--- src/rtl/minmax_track.sv ---
// Tracks the largest and smallest unsigned sample over a run of WIN accepted samples.
// Define MINMAX_INDEX_EN to add max_idx/min_idx, the run index of the sample holding each extreme.
//
// state | meaning
// ------+-----------------------------------------------------------
// IDLE  | waiting for start; last run's results held on the outputs
// ACC   | accepting samples, din_ready high
// DONE  | single-cycle done pulse, then back to IDLE
module minmax_track #(
  parameter  int SIZE = 4,
  parameter  int WIN  = 8,
  localparam int CW   = $clog2(WIN + 1)
) (
  input  logic            clk,
  input  logic            rst,
  input  logic            start,
  input  logic [SIZE-1:0] din,
  input  logic            din_valid,
  output logic            din_ready,
  output logic [SIZE-1:0] max_out,
  output logic [SIZE-1:0] min_out,
  output logic [CW-1:0]   cnt,
  output logic            busy,
`ifdef MINMAX_INDEX_EN
  output logic            done,
  output logic [CW-1:0]   max_idx,
  output logic [CW-1:0]   min_idx
`else
  output logic            done
`endif
);

  typedef enum logic [1:0] {
    S_IDLE = 2'd0,
    S_ACC  = 2'd1,
    S_DONE = 2'd2
  } state_t;

  state_t          state_q, state_d;
  logic [SIZE-1:0] max_q, max_d;
  logic [SIZE-1:0] min_q, min_d;
  logic [CW-1:0]   cnt_q, cnt_d;
  logic            din_ready_q, busy_q, done_q;
  logic            accept;
  logic            first;

  assign accept = (state_q == S_ACC) && din_valid;
  // start clears cnt, so a zero count in ACC marks the run's first sample
  assign first  = (cnt_q == '0);

  always_comb begin
    state_d = state_q;
    cnt_d   = cnt_q;
    max_d   = max_q;
    min_d   = min_q;
    case (state_q)
      S_IDLE: begin
        if (start) begin
          state_d = S_ACC;
          cnt_d   = '0;
        end
      end
      S_ACC: begin
        if (accept) begin
          if (first || (din > max_q)) max_d = din;
          if (first || (din < min_q)) min_d = din;
          cnt_d = cnt_q + CW'(1);
          if (cnt_q == CW'(WIN - 1)) state_d = S_DONE;
        end
      end
      S_DONE:  state_d = S_IDLE;
      default: state_d = S_IDLE;
    endcase
  end

  always_ff @(posedge clk) begin
    if (rst) begin
      state_q     <= S_IDLE;
      cnt_q       <= '0;
      max_q       <= '0;
      min_q       <= '0;
      din_ready_q <= 1'b0;
      busy_q      <= 1'b0;
      done_q      <= 1'b0;
    end else begin
      state_q     <= state_d;
      cnt_q       <= cnt_d;
      max_q       <= max_d;
      min_q       <= min_d;
      din_ready_q <= (state_d == S_ACC);
      busy_q      <= (state_d != S_IDLE);
      done_q      <= (state_d == S_DONE);
    end
  end

  assign din_ready = din_ready_q;
  assign busy      = busy_q;
  assign done      = done_q;
  assign max_out   = max_q;
  assign min_out   = min_q;
  assign cnt       = cnt_q;

`ifdef MINMAX_INDEX_EN
  logic [CW-1:0] max_idx_q, max_idx_d;
  logic [CW-1:0] min_idx_q, min_idx_d;

  always_comb begin
    max_idx_d = max_idx_q;
    min_idx_d = min_idx_q;
    if (accept) begin
      if (first || (din > max_q)) max_idx_d = cnt_q;
      if (first || (din < min_q)) min_idx_d = cnt_q;
    end
  end

  always_ff @(posedge clk) begin
    if (rst) begin
      max_idx_q <= '0;
      min_idx_q <= '0;
    end else begin
      max_idx_q <= max_idx_d;
      min_idx_q <= min_idx_d;
    end
  end

  assign max_idx = max_idx_q;
  assign min_idx = min_idx_q;
`endif

endmodule

--- config.mk ---
export PLATFORM = sky130hd
export DESIGN_NAME = minmax_track
export DESIGN_NICKNAME = d
export VERILOG_FILES = /design/src/rtl/minmax_track.sv
export SDC_FILE = /design/constraint.sdc
export NUM_CORES = 1
export LEC_CHECK = 0
export ABC_AREA = 1
export BUFFER_PORTS_ARGS = -buffer_cell sky130_fd_sc_hd__buf_4
export CORE_MARGIN = 4
export CORE_UTILIZATION = 55
export CTS_CLUSTER_DIAMETER = 50
export DETAILED_ROUTE_END_ITERATION = 16
export PLACE_DENSITY = 0.86
export SYNTH_ARGS = -nofsm -noshare
export SYNTH_HDL_FRONTEND = slang
export SYNTH_SLANG_ARGS = --single-unit
--- constraint.sdc ---
create_clock -name clk -period 3.85 [get_ports clk]
set_input_delay 0.385 -clock clk [delete_from_list [all_inputs] [get_ports clk]]
set_output_delay 0.385 -clock clk [all_outputs]
set_load 0.01 [all_outputs]
# Word level (Yosys, flattened, before mapping)
# Index checks and enable logic that the tools add are counted.
[op_classes]
add_sub_neg = 1
eq_ne = 6
n_lt_le_gt_ge = 2
div_mod_pow = 0
n_shift = 0
mul = 0
n_mux = 7
n_bitwise = 0
reduce_logical = 10
[ops]
columns = ["op", "n"]
rows = [
  ["$reduce_and A3 Y1", 3],
  ["$mux W4", 2],
  ["$pmux W4 S2", 1],
  ["$mux W2", 3],
  ["$add A4 B1 Y4 const B", 1],
  ["$eq A2 B1 Y1 const B", 2],
  ["$eq A4 B3 Y1 const B", 1],
  ["$gt A4 B4 Y1", 1],
  ["$logic_not A4 Y1", 1],
  ["$lt A4 B4 Y1", 1],
  ["$ne A2 B2 Y1 const B", 2],
  ["$pmux W2 S2", 1],
  ["$reduce_bool A2 Y1", 2],
  ["$eq A2 B2 Y1 const B", 1],
  ["$logic_not A2 Y1", 1],
  ["$logic_or A1 B1 Y1", 2],
  ["$logic_and A1 B1 Y1", 1],
]
[word_totals]
wordCells = 33
inputBits = 8
romBits = 0
latchBits = 0
output_inout_bits = 15
regBits = 17
memories = 0
mem_bits_rw = 0

# Depth between registers and ports, before layout
# Gate-level depths: netlist of the first run.
[logic_depth]
word_depth = 5
ltp_mapped = 12
mapped_depth_nobuf = 12

# Worst setup path after synthesis of the first run
# Ideal clock, no wire load.
[synth_path]
kind = "register -> register"
start = "register max_q[3] (netlist: max_out[3])"
end = "register max_q[0] (netlist: max_out[0])"
path_buffers = 0
setup_time_ns = 0.115
setup_slack_ns = 2.476
stages_incl_launch_ff = 12
t_arrival_ns = 1.259
required_ns = 3.735
synth_period_minus_slack_ns = 1.374
cell_sequence = "dfxtp_1 inv_1 ha_1 nand2_1 inv_1 nand2_1 nand2_1 nand2_1 nand2_1 nand3_1 nand2_1 nor2_1"
[synth_via]
elab_chain_len = 3
[synth_rtl]
columns = ["item", "line_no", "text"]
rows = [
  ["from (decl)", "40", "logic [SIZE-1:0] max_q, max_d;"],
  ["from (signal assigned)", "88", "max_q <= max_d;"],
  ["$gt A4 B4 Y1", "65", "if (first || (din > max_q)) max_d = din;"],
  ["$logic_or A1 B1 Y1", "65", ""],
  ["$reduce_and A3 Y1 (no line)", "-", ""],
]
# No other way between the ends.
# A chain may end at the register's enable or synchronous reset.

# Worst setup path in the final report of the first run
[layout_path]
start = "register max_q[3] (netlist: max_out[3])"
end = "register max_q[1] (netlist: max_out[1])"
# The elaborated chain is that of the path after synthesis.

==> results of run 1 <==
cells by family (layout without fill, tap and decap cells):
family          Yosys count  in the layout
simple gates             58             58
buf+inv                  26             50
compound gates           19             19
flops                    17             17
fa+ha+maj                 9              9
layout make-up:
cell class,count,area [sq um]
timing repair buffer,22,165
inverter,24,95.1
clock buffer,3,22.5
fill,135,432
tap,16,20.0
clock inverter,1,5.00
multi-input combinational,86,497
sequential,17,340
placed cells by master (no fill, tap or decap), types with 3 or more instances in the layout:
cell type and instances:
a21oi_1 13, a21oi_2 3, inv_1 21, buf_4 22, dfxtp_1 17, nand3_1 12
nand2_1 25, ha_1 9, clkbuf_4 3, nor2_1 12, nor3_1 3
synthesized netlist by cell type, types with 2 or more instances:
library cell  count  share of area
nand2_1          25          0.099
inv_2             2         0.0079
inv_1            21          0.083
nand3_1          12          0.063
o21ai_0           2          0.011
a21oi_1          13          0.068
dfxtp_1          17           0.36
a21oi_2           3          0.028
ha_1              9           0.12
nand2_4           2          0.024
nor3_1            3          0.016
nor2_1           12          0.047
per-layer routing:
layer | track usage | routed length (um)
met5 | 0 | 0
met4 | 0.0553 | 10
met3 | 0.0331 | 77
met2 | 0.308 | 890
met1 | 0.192 | 820
worst max path at each step:
stage | startpoint | endpoint | slack [ps] | cells past startpoint
finish | max_out[3]$_SDFFE_PP0P_ | max_out[1]$_SDFFE_PP0P_ | 2380 | 11
global route | max_out[3]$_SDFFE_PP0P_ | max_out[3]$_SDFFE_PP0P_ | 2180 | 11
CTS | max_out[1]$_SDFFE_PP0P_ | max_out[1]$_SDFFE_PP0P_ | 2380 | 10
detailed placement | din[3] | max_out[1]$_SDFFE_PP0P_ | 2250 | 10
global placement | din[3] | max_out[0]$_SDFFE_PP0P_ | 2310 | 8
floorplan | max_out[3]$_SDFFE_PP0P_ | max_out[0]$_SDFFE_PP0P_ | 2480 | 11
registers in the layout, indices dropped and copies added, names as in the netlist:
| signal | count |
|---|---|
| cnt | 4 |
| max_out | 4 |
| min_out | 4 |
| state_q | 2 |
| busy | 1 |
| din_ready | 1 |
| done | 1 |
critical path, stage by stage, from the launching register on:
cell,delay [ps]
dfxtp_1,370
inv_1,50
ha_1,280
nand2_1,50
inv_1,60
nand2_1,50
nand2_1,50
nand2_1,40
nand2_1,190
nand3_1,100
nand2_1,80
nor2_1,40
power by group through the flow:
stage | Sequential (mW) | Combinational [mW] | Clock (mW)
final | 0.191 | 0.0798 | 0.0919
after global placement | 0.194 | 0.0770 | 0
after detailed placement | 0.195 | 0.0807 | 0
after floorplan | 0.198 | 0.0500 | 0
after global routing | 0.192 | 0.0922 | 0.110
after CTS | 0.190 | 0.0810 | 0.0975
stage by stage:
stage	utilization	hold WS (ps)	std cells
finish	0.726	322	169
global route	0.726	298	169
CTS	0.726	309	169
detailed placement	0.709	503	165
global placement	0.709	493	165
floorplan	-	524	129
==> impl_metrics.env, run 1 <==
export IMPL_vias_per_cell=5.19
export IMPL_p_int_uw=258
export IMPL_cts_setup_buffers=0
export IMPL_antenna_found_initial=0
export IMPL_drt_total_wl_mm=1.80
export IMPL_r2r_start="max_out[3]$_SDFFE_PP0P_"
export IMPL_htree_levels=1
export IMPL_clock_root_buffer="clkbuf_4"
export IMPL_synth_warning_count=0
export IMPL_fin_crit_sh=0.383
export IMPL_ctsHoldBuffers=0
export IMPL_synthToLayoutAreaGrowth_pct=20.4
export IMPL_vias=877
export IMPL_layout_setup_ws_ps=2380
export IMPL_diodes=0
export IMPL_whs_path_depth=2
export IMPL_hpwl_mm=1.48
export IMPL_power_frac_clock=0.254
export IMPL_synthXorXnorAreaFrac=0
export IMPL_grt_ovfl_total=0
export IMPL_placedInstanceArea_sq_mm=0.00112
export IMPL_synth_avg_cell_area_sq_um=7.37
export IMPL_num_rows=14
export IMPL_port_buffer_count=22
export IMPL_ir_worst_vdd_uv=198
export IMPL_die_h_um=49.6
export IMPL_synth_simple_area_share=0.291
export IMPL_fmax_mhz=678
export IMPL_ys_seq_area_frac=0.358
export IMPL_critPathCaptureType="flop"
export IMPL_final_nets=171
export IMPL_grt_pass1_wl_mm=3.33
export IMPL_synth_mux_area_frac=0
export IMPL_synth_top_family_by_area="simple AND/OR/NAND/NOR gates"
export IMPL_synth_seq_cells=17
export IMPL_synth_fa_ha_area_frac=0.118
export IMPL_timing_final_crit_period_ps=1470
export IMPL_crit_required_ps=4030
export IMPL_clk_latency_ps=280
export IMPL_syn_inst=129
export IMPL_crit_type="flop to flop"
export IMPL_synth_fp_nets=146
export IMPL_clk_path_buf_depth=2
export IMPL_ys_flop_type="dfxtp_1"
export IMPL_drtAntennaViolNets=0
export IMPL_hp_start="rst"
export IMPL_synth_area_sq_um=951
export IMPL_relSlewSlack=0.821
export IMPL_power_leakage_nw=0.572
export IMPL_synth_compound_area_share=0.113
export IMPL_first_pass_iters=4
export IMPL_synth_cell_type_count=20
export IMPL_hold_end="din_ready$_SDFF_PP0_"
export IMPL_grt_max_degree=17
export IMPL_setup_viol=0
export IMPL_hold_path_class="input port to flop"
export IMPL_rrSetupSlack_ps=2380
export IMPL_wire_per_inst_um=10.6
export IMPL_swShare=0.287
export IMPL_drv_slew=0
export IMPL_async_flop_share=0
export IMPL_outcome="finished clean"
export IMPL_drt_iter0_markers=12
export IMPL_power_density_mw_per_mm2=316
export IMPL_gr_usage_all_layers=0.168
export IMPL_clock_sinks=17
export IMPL_grt_setup_unrepaired="false"
export IMPL_tightest_slew_ps=267
export IMPL_max_cap_violations=0
export IMPL_cts_tree="done"
export IMPL_power_uw=362
export IMPL_fp_coreArea_sq_mm=0.00158
export IMPL_crit_reg2reg_capture="max_out[1]$_SDFFE_PP0P_"
export IMPL_initial_core_util=0.603
export IMPL_drc=0
export IMPL_finish_instance_area_sq_mm=0.00114
export IMPL_finalHoldViolations=0
export IMPL_num_io_pins=23
export IMPL_combPwrFrac=0.220
export IMPL_crit_path_start_kind="flop"
export IMPL_die_width_um=49.6
export IMPL_synth_edf_count=0
export IMPL_dp_slack_ps=2250
export IMPL_drive_gt1_frac=0.248
export IMPL_tns_ps=0
export IMPL_grt_pass1_vias=822
export IMPL_die_area_sq_mm=0.00246
export IMPL_cp_max_fo=8
export IMPL_p_seq_frac=0.526
export IMPL_cts_buffers=3
export IMPL_p_switching_uw=104
export IMPL_gp_congestion=0.793
export IMPL_clk_pin_slew_worst_paths_ps=100
export IMPL_skew_ps=1.53
export IMPL_cp_arrival_ps=1660
export IMPL_post_cts_resized=0
export IMPL_r2r_cells=11
Power figures use the tool's default switching activity.
==> inputs of run 2 (changes only) <==
--- a/config.mk
+++ b/config.mk
@@ -8,10 +8,10 @@
 export ABC_AREA = 1
 export BUFFER_PORTS_ARGS = -buffer_cell sky130_fd_sc_hd__buf_4
 export CORE_MARGIN = 4
-export CORE_UTILIZATION = 55
+export CORE_UTILIZATION = 46
 export CTS_CLUSTER_DIAMETER = 50
 export DETAILED_ROUTE_END_ITERATION = 16
-export PLACE_DENSITY = 0.86
+export PLACE_DENSITY = 0.77
 export SYNTH_ARGS = -nofsm -noshare
 export SYNTH_HDL_FRONTEND = slang
 export SYNTH_SLANG_ARGS = --single-unit
==> constraint.sdc (replaced) <==
create_clock -name clk -period 1.3 [get_ports clk]
set_input_delay 0.13 -clock clk [delete_from_list [all_inputs] [get_ports clk]]
set_output_delay 0.13 -clock clk [all_outputs]
set_load 0.01 [all_outputs]
==> impl_metrics.env, run 2 (synthesized netlist as in run 1, its figures left out) <==
export IMPL_final_util=0.696
export IMPL_multi_input_area_sq_um=643
export IMPL_grt_pass1_vias=861
export IMPL_cp_arrival_ps=1560
export IMPL_drtAntennaViolNets=0
export IMPL_nFillCells=154
export IMPL_fin_crit_sh=1.06
export IMPL_clk_latency_ps=280
export IMPL_relSlewSlack=0.835
export IMPL_finalHoldViolations=0
export IMPL_power_density_mw_per_mm2=860
export IMPL_initial_core_util=0.485
export IMPL_ctsHoldBuffers=0
export IMPL_fp_coreArea_sq_mm=0.00196
export IMPL_clk_path_buf_depth=2
export IMPL_synthToLayoutAreaGrowth_pct=43.6
export IMPL_crit_chain="inv_2 > ha_4 > nand2_1 > inv_2 > nand2_1 > nand2_1 > nand2_2 > nand2_4 > nand3_2 > nand2_2 > nor2_1"
export IMPL_holdWs_ps=66.1
export IMPL_cts_buffers=3
export IMPL_tightest_slew_ps=246
export IMPL_final_nets=178
export IMPL_max_cap_violations=0
export IMPL_finish_instance_area_sq_mm=0.00137
export IMPL_hold_path_class="input port to flop"
export IMPL_outcome="finished with violations"
export IMPL_die_h_um=53.5
export IMPL_clock_root_buffer="clkbuf_4"
export IMPL_crit_required_ps=1490
export IMPL_wire_per_inst_um=11.7
export IMPL_port_buffer_count=22
export IMPL_drt_total_wl_mm=2.20
export IMPL_vias_per_cell=4.98
export IMPL_skew_ps=1.95
export IMPL_num_io_pins=23
export IMPL_die_area_sq_mm=0.00286
export IMPL_ir_worst_vdd_uv=682
export IMPL_crit_type="flop to flop"
export IMPL_first_pass_iters=4
export IMPL_stdcell_count=187
export IMPL_cp_max_fo=8
export IMPL_hpwl_mm=1.63
export IMPL_grt_setup_unrepaired="true"
export IMPL_antenna_found_initial=0
export IMPL_slowest_delay_ps=350
export IMPL_cpMostUsedCell="nand2_1"
export IMPL_fmax_mhz=728
export IMPL_crit_path_start_kind="flop"
export IMPL_die_width_um=53.5
export IMPL_drt_iter0_markers=10
export IMPL_grt_max_degree=17
export IMPL_num_rows=16
export IMPL_drv_slew=0
export IMPL_grt_ovfl_total=0
export IMPL_power_mw=1.17
export IMPL_cts_tree="done"
export IMPL_placedInstanceArea_sq_mm=0.00119
export IMPL_cts_setup_buffers=0
export IMPL_vias=932
export IMPL_diodes=0
export IMPL_clock_sinks=17
export IMPL_drive_gt1_frac=0.531
export IMPL_critical_path_slowest_cell="dfxtp_2"
export IMPL_clk_pin_slew_worst_paths_ps=100
export IMPL_violations="setup timing"
export IMPL_grt_pass1_wl_mm=3.57
export IMPL_post_place_cells=183
export IMPL_power_leakage_nw=0.631
export IMPL_htree_levels=1
export IMPL_gr_usage_all_layers=0.175
export IMPL_gp_congestion=0.837
export IMPL_layout_setup_ws_ps=-73.1
export IMPL_regArea_sq_um=348
export IMPL_drc=0
export IMPL_critPathCaptureType="flop"
export IMPL_final_cell_mix="29 x buf_4, 15 x inv_1, 15 x nand2_1, 11 x dfxtp_1"
export IMPL_timing_final_crit_period_ps=1370
export IMPL_final_common_cell="buf_4"
export IMPL_setup_viol=4
export IMPL_dp_slack_ps=-66.0
export IMPL_tns_ps=-187
run 2: cell types whose count changed in the layout (fill, tap and decap cells not counted), sizes merged:
cell / before / now
buf: 22 / 29
run 2: cell type report:
cell class	instances	area share
Sequential cell	17	0.255
Multi-Input combinational cell	86	0.471
Clock inverter	1	0.00367
Timing Repair Buffer	29	0.159
Clock buffer	3	0.0165
Inverter	24	0.0697
Tap cell	27	0.0247
run 2: repair_timing:
item | 4_1_cts | 5_1_grt
gates cloned | 0 | 0
gates resized for setup | 17 | 19
endpoints found under the setup margin | 8 | 11
pin swaps | 8 | 16
run 2: worst max-delay path, delay by kind of cell, from the launching register on:
kind,cells,cell delay (ps)
flops,1,350
buf+inv,2,100
simple gates,8,570
fa+ha+maj,1,260
run 2: worst paths after layout:
kind                                              start                       to  slack, ps  depth (start not counted)
worst min-delay path                                rst     din_ready$_SDFF_PP0_         70                          2
worst max register to register  max_out[3]$_SDFFE_PP0P_  max_out[1]$_SDFFE_PP0P_        -70                         11
worst min register to register      cnt[3]$_SDFFE_PP0P_      cnt[3]$_SDFFE_PP0P_        530                          2
worst max-delay path            max_out[3]$_SDFFE_PP0P_  max_out[1]$_SDFFE_PP0P_        -70                         11
run 2: metal layers:
layer | track usage | vias to the layer above | part of all wire
li1 | - | 474 | -
met1 | 0.183 | 420 | 0.41
met2 | 0.318 | 30 | 0.52
met3 | 0.0366 | 8 | 0.045
met4 | 0.0979 | 0 | 0.025
met5 | 0 | - | 0
run 2: where the power goes:
part / switching (mW) / internal, mW
Sequential: 0.0153 / 0.549
Combinational: 0.181 / 0.151
Clock: 0.164 / 0.114
==> inputs of run 3 (changes only) <==
--- a/config.mk
+++ b/config.mk
@@ -8,10 +8,10 @@
 export ABC_AREA = 1
 export BUFFER_PORTS_ARGS = -buffer_cell sky130_fd_sc_hd__buf_4
 export CORE_MARGIN = 4
-export CORE_UTILIZATION = 46
+export CORE_UTILIZATION = 51
 export CTS_CLUSTER_DIAMETER = 50
 export DETAILED_ROUTE_END_ITERATION = 16
-export PLACE_DENSITY = 0.77
+export PLACE_DENSITY = 0.81
 export SYNTH_ARGS = -nofsm -noshare
 export SYNTH_HDL_FRONTEND = slang
 export SYNTH_SLANG_ARGS = --single-unit
==> constraint.sdc (replaced) <==
create_clock -name clk -period 1.39 [get_ports clk]
set_input_delay 0.139 -clock clk [delete_from_list [all_inputs] [get_ports clk]]
set_output_delay 0.139 -clock clk [all_outputs]
set_load 0.01 [all_outputs]
==> impl_metrics.env, run 3 (synthesized netlist as in run 1, its figures left out) <==
export IMPL_wire_per_inst_um=10.9
export IMPL_p_switching_uw=324
export IMPL_grt_ovfl_total=0
export IMPL_drtAntennaViolNets=0
export IMPL_setup_viol=0
export IMPL_crit_required_ps=1580
export IMPL_crit_type="flop to flop"
export IMPL_clock_root_buffer="clkbuf_4"
export IMPL_hold_path_class="input port to flop"
export IMPL_drv_slew=0
export IMPL_r2r_cells=11
export IMPL_clk_path_buf_depth=2
export IMPL_power_leakage_nw=0.614
export IMPL_combPwrFrac=0.260
export IMPL_p_seq_frac=0.494
export IMPL_drt_total_wl_mm=1.99
export IMPL_critical_path_slowest_cell="dfxtp_2"
export IMPL_antenna_found_initial=0
export IMPL_die_width_um=51.2
export IMPL_cpMostUsedCell="nand2_1"
export IMPL_hpwl_mm=1.43
export IMPL_grt_pass1_wl_mm=3.04
export IMPL_fin_crit_sh=0.962
export IMPL_num_io_pins=23
export IMPL_p_int_uw=747
export IMPL_initial_core_util=0.545
export IMPL_cts_tree="done"
export IMPL_vias_per_cell=4.85
export IMPL_port_buffer_count=22
export IMPL_fmax_mhz=748
export IMPL_hold_end="state_q[0]$_SDFF_PP0_"
export IMPL_ctsHoldBuffers=0
export IMPL_power_frac_clock=0.247
export IMPL_vias=882
export IMPL_final_common_cell="buf_4"
export IMPL_crit_buf_inv=2
export IMPL_gr_usage_all_layers=0.148
export IMPL_die_h_um=51.2
export IMPL_cts_buffers=3
export IMPL_first_pass_iters=4
export IMPL_hp_start="rst"
export IMPL_crit_chain="inv_2 > ha_4 > nand2_2 > inv_2 > nand2_1 > nand2_1 > nand2_2 > nand2_4 > nand3_1 > nand2_1 > nor2_1"
export IMPL_relSlewSlack=0.845
export IMPL_clock_sinks=17
export IMPL_crit_reg2reg_capture="max_out[0]$_SDFFE_PP0P_"
export IMPL_r2r_start="max_out[3]$_SDFFE_PP0P_"
export IMPL_skew_ps=3.28
export IMPL_path_delay_family="simple AND/OR/NAND/NOR gates"
export IMPL_power_density_mw_per_mm2=825
export IMPL_clk_latency_ps=290
export IMPL_synthToLayoutAreaGrowth_pct=36.4
export IMPL_rrSetupSlack_ps=50
export IMPL_cp_depth=11
export IMPL_die_area_sq_mm=0.00262
export IMPL_cp_arrival_ps=1530
export IMPL_final_util=0.743
export IMPL_clk_pin_slew_worst_paths_ps=100
export IMPL_tightest_slew_ps=233
export IMPL_final_cell_mix="26 x buf_4, 19 x nand2_1, 16 x inv_1, 12 x nor2_1, 12 x dfxtp_1"
export IMPL_drt_iter0_markers=9
export IMPL_finalHoldViolations=0
export IMPL_grt_max_degree=17
export IMPL_max_cap_violations=0
export IMPL_outcome="finished clean"
export IMPL_drive_gt1_frac=0.446
export IMPL_crit_path_start_kind="flop"
export IMPL_fp_coreArea_sq_mm=0.00175
export IMPL_critPathCaptureType="flop"
export IMPL_post_place_cells=177
export IMPL_num_rows=15
export IMPL_cp_max_fo=8
export IMPL_nFillCells=142
export IMPL_diodes=0
export IMPL_drc=0
export IMPL_stdcell_count=182
export IMPL_timing_final_crit_period_ps=1340
export IMPL_ir_worst_vdd_uv=668
export IMPL_gp_congestion=0.863
export IMPL_grt_setup_unrepaired="true"
export IMPL_whs_path_depth=2
export IMPL_swShare=0.302
export IMPL_slowest_delay_ps=350
export IMPL_htree_levels=1
export IMPL_final_nets=175
export IMPL_grt_pass1_vias=748
-- run 3: worst max path at each step --
| stage | startpoint | endpoint | slack (ps) |
|---|---|---|---|
| floorplan | max_out[3]$_SDFFE_PP0P_ | max_out[0]$_SDFFE_PP0P_ | 20 |
| global placement | max_out[2]$_SDFFE_PP0P_ | max_out[1]$_SDFFE_PP0P_ | 30 |
| detailed placement | max_out[2]$_SDFFE_PP0P_ | max_out[2]$_SDFFE_PP0P_ | -40 |
| CTS | min_out[1]$_SDFFE_PP0P_ | min_out[3]$_SDFFE_PP0P_ | 20 |
| global route | max_out[3]$_SDFFE_PP0P_ | max_out[3]$_SDFFE_PP0P_ | -40 |
| finish | max_out[3]$_SDFFE_PP0P_ | max_out[0]$_SDFFE_PP0P_ | 50 |
-- run 3: final cells by class --
class / instances / area, sq um / area share
sequential: 17 / 347 / 0.267
inverter: 24 / 95.1 / 0.0733
tap: 25 / 31.3 / 0.0241
clock inverter: 1 / 5.00 / 0.00386
timing repair buffer: 26 / 195 / 0.150
multi-input combinational: 86 / 602 / 0.464
clock buffer: 3 / 22.5 / 0.0174
-- run 3: repair_timing --
action	in CTS	in global routing
gates resized for setup	1	28
pin swaps	0	5
endpoints found under the setup margin	4	11
buffers inserted	0	1
-- run 3: metal layers --
metal  wire length, um  vias up  global-route usage
li1                  -      468                   -
met1               894      392               0.181
met5                 0        -                   0
met3                77        4              0.0175
met2               986       18               0.258
met4                28        0              0.0673
-- run 3: metrics by stage --
stage	setup TNS (ps)	power (mW)	hold slack, ps	cell area [sq um]	setup slack, ps
6_report	0	1.07	64.9	1300	53.2
5_1_grt	-138	1.13	72.9	1300	-44.7
4_1_cts	0	1.03	64.1	1180	17.8
3_5_place_dp	-118	0.769	382	1150	-37.7
3_3_place_gp	0	0.760	377	1150	26.1
2_1_floorplan	0	0.686	326	951	15.6
-- run 3: power by group through the flow --
stage | clock (mW) | combinational (mW) | sequential, mW
global route | 0.292 | 0.310 | 0.533
CTS | 0.272 | 0.234 | 0.526
floorplan | 0 | 0.139 | 0.547
global placement | 0 | 0.224 | 0.536
detailed placement | 0 | 0.232 | 0.537
finish | 0.264 | 0.278 | 0.529
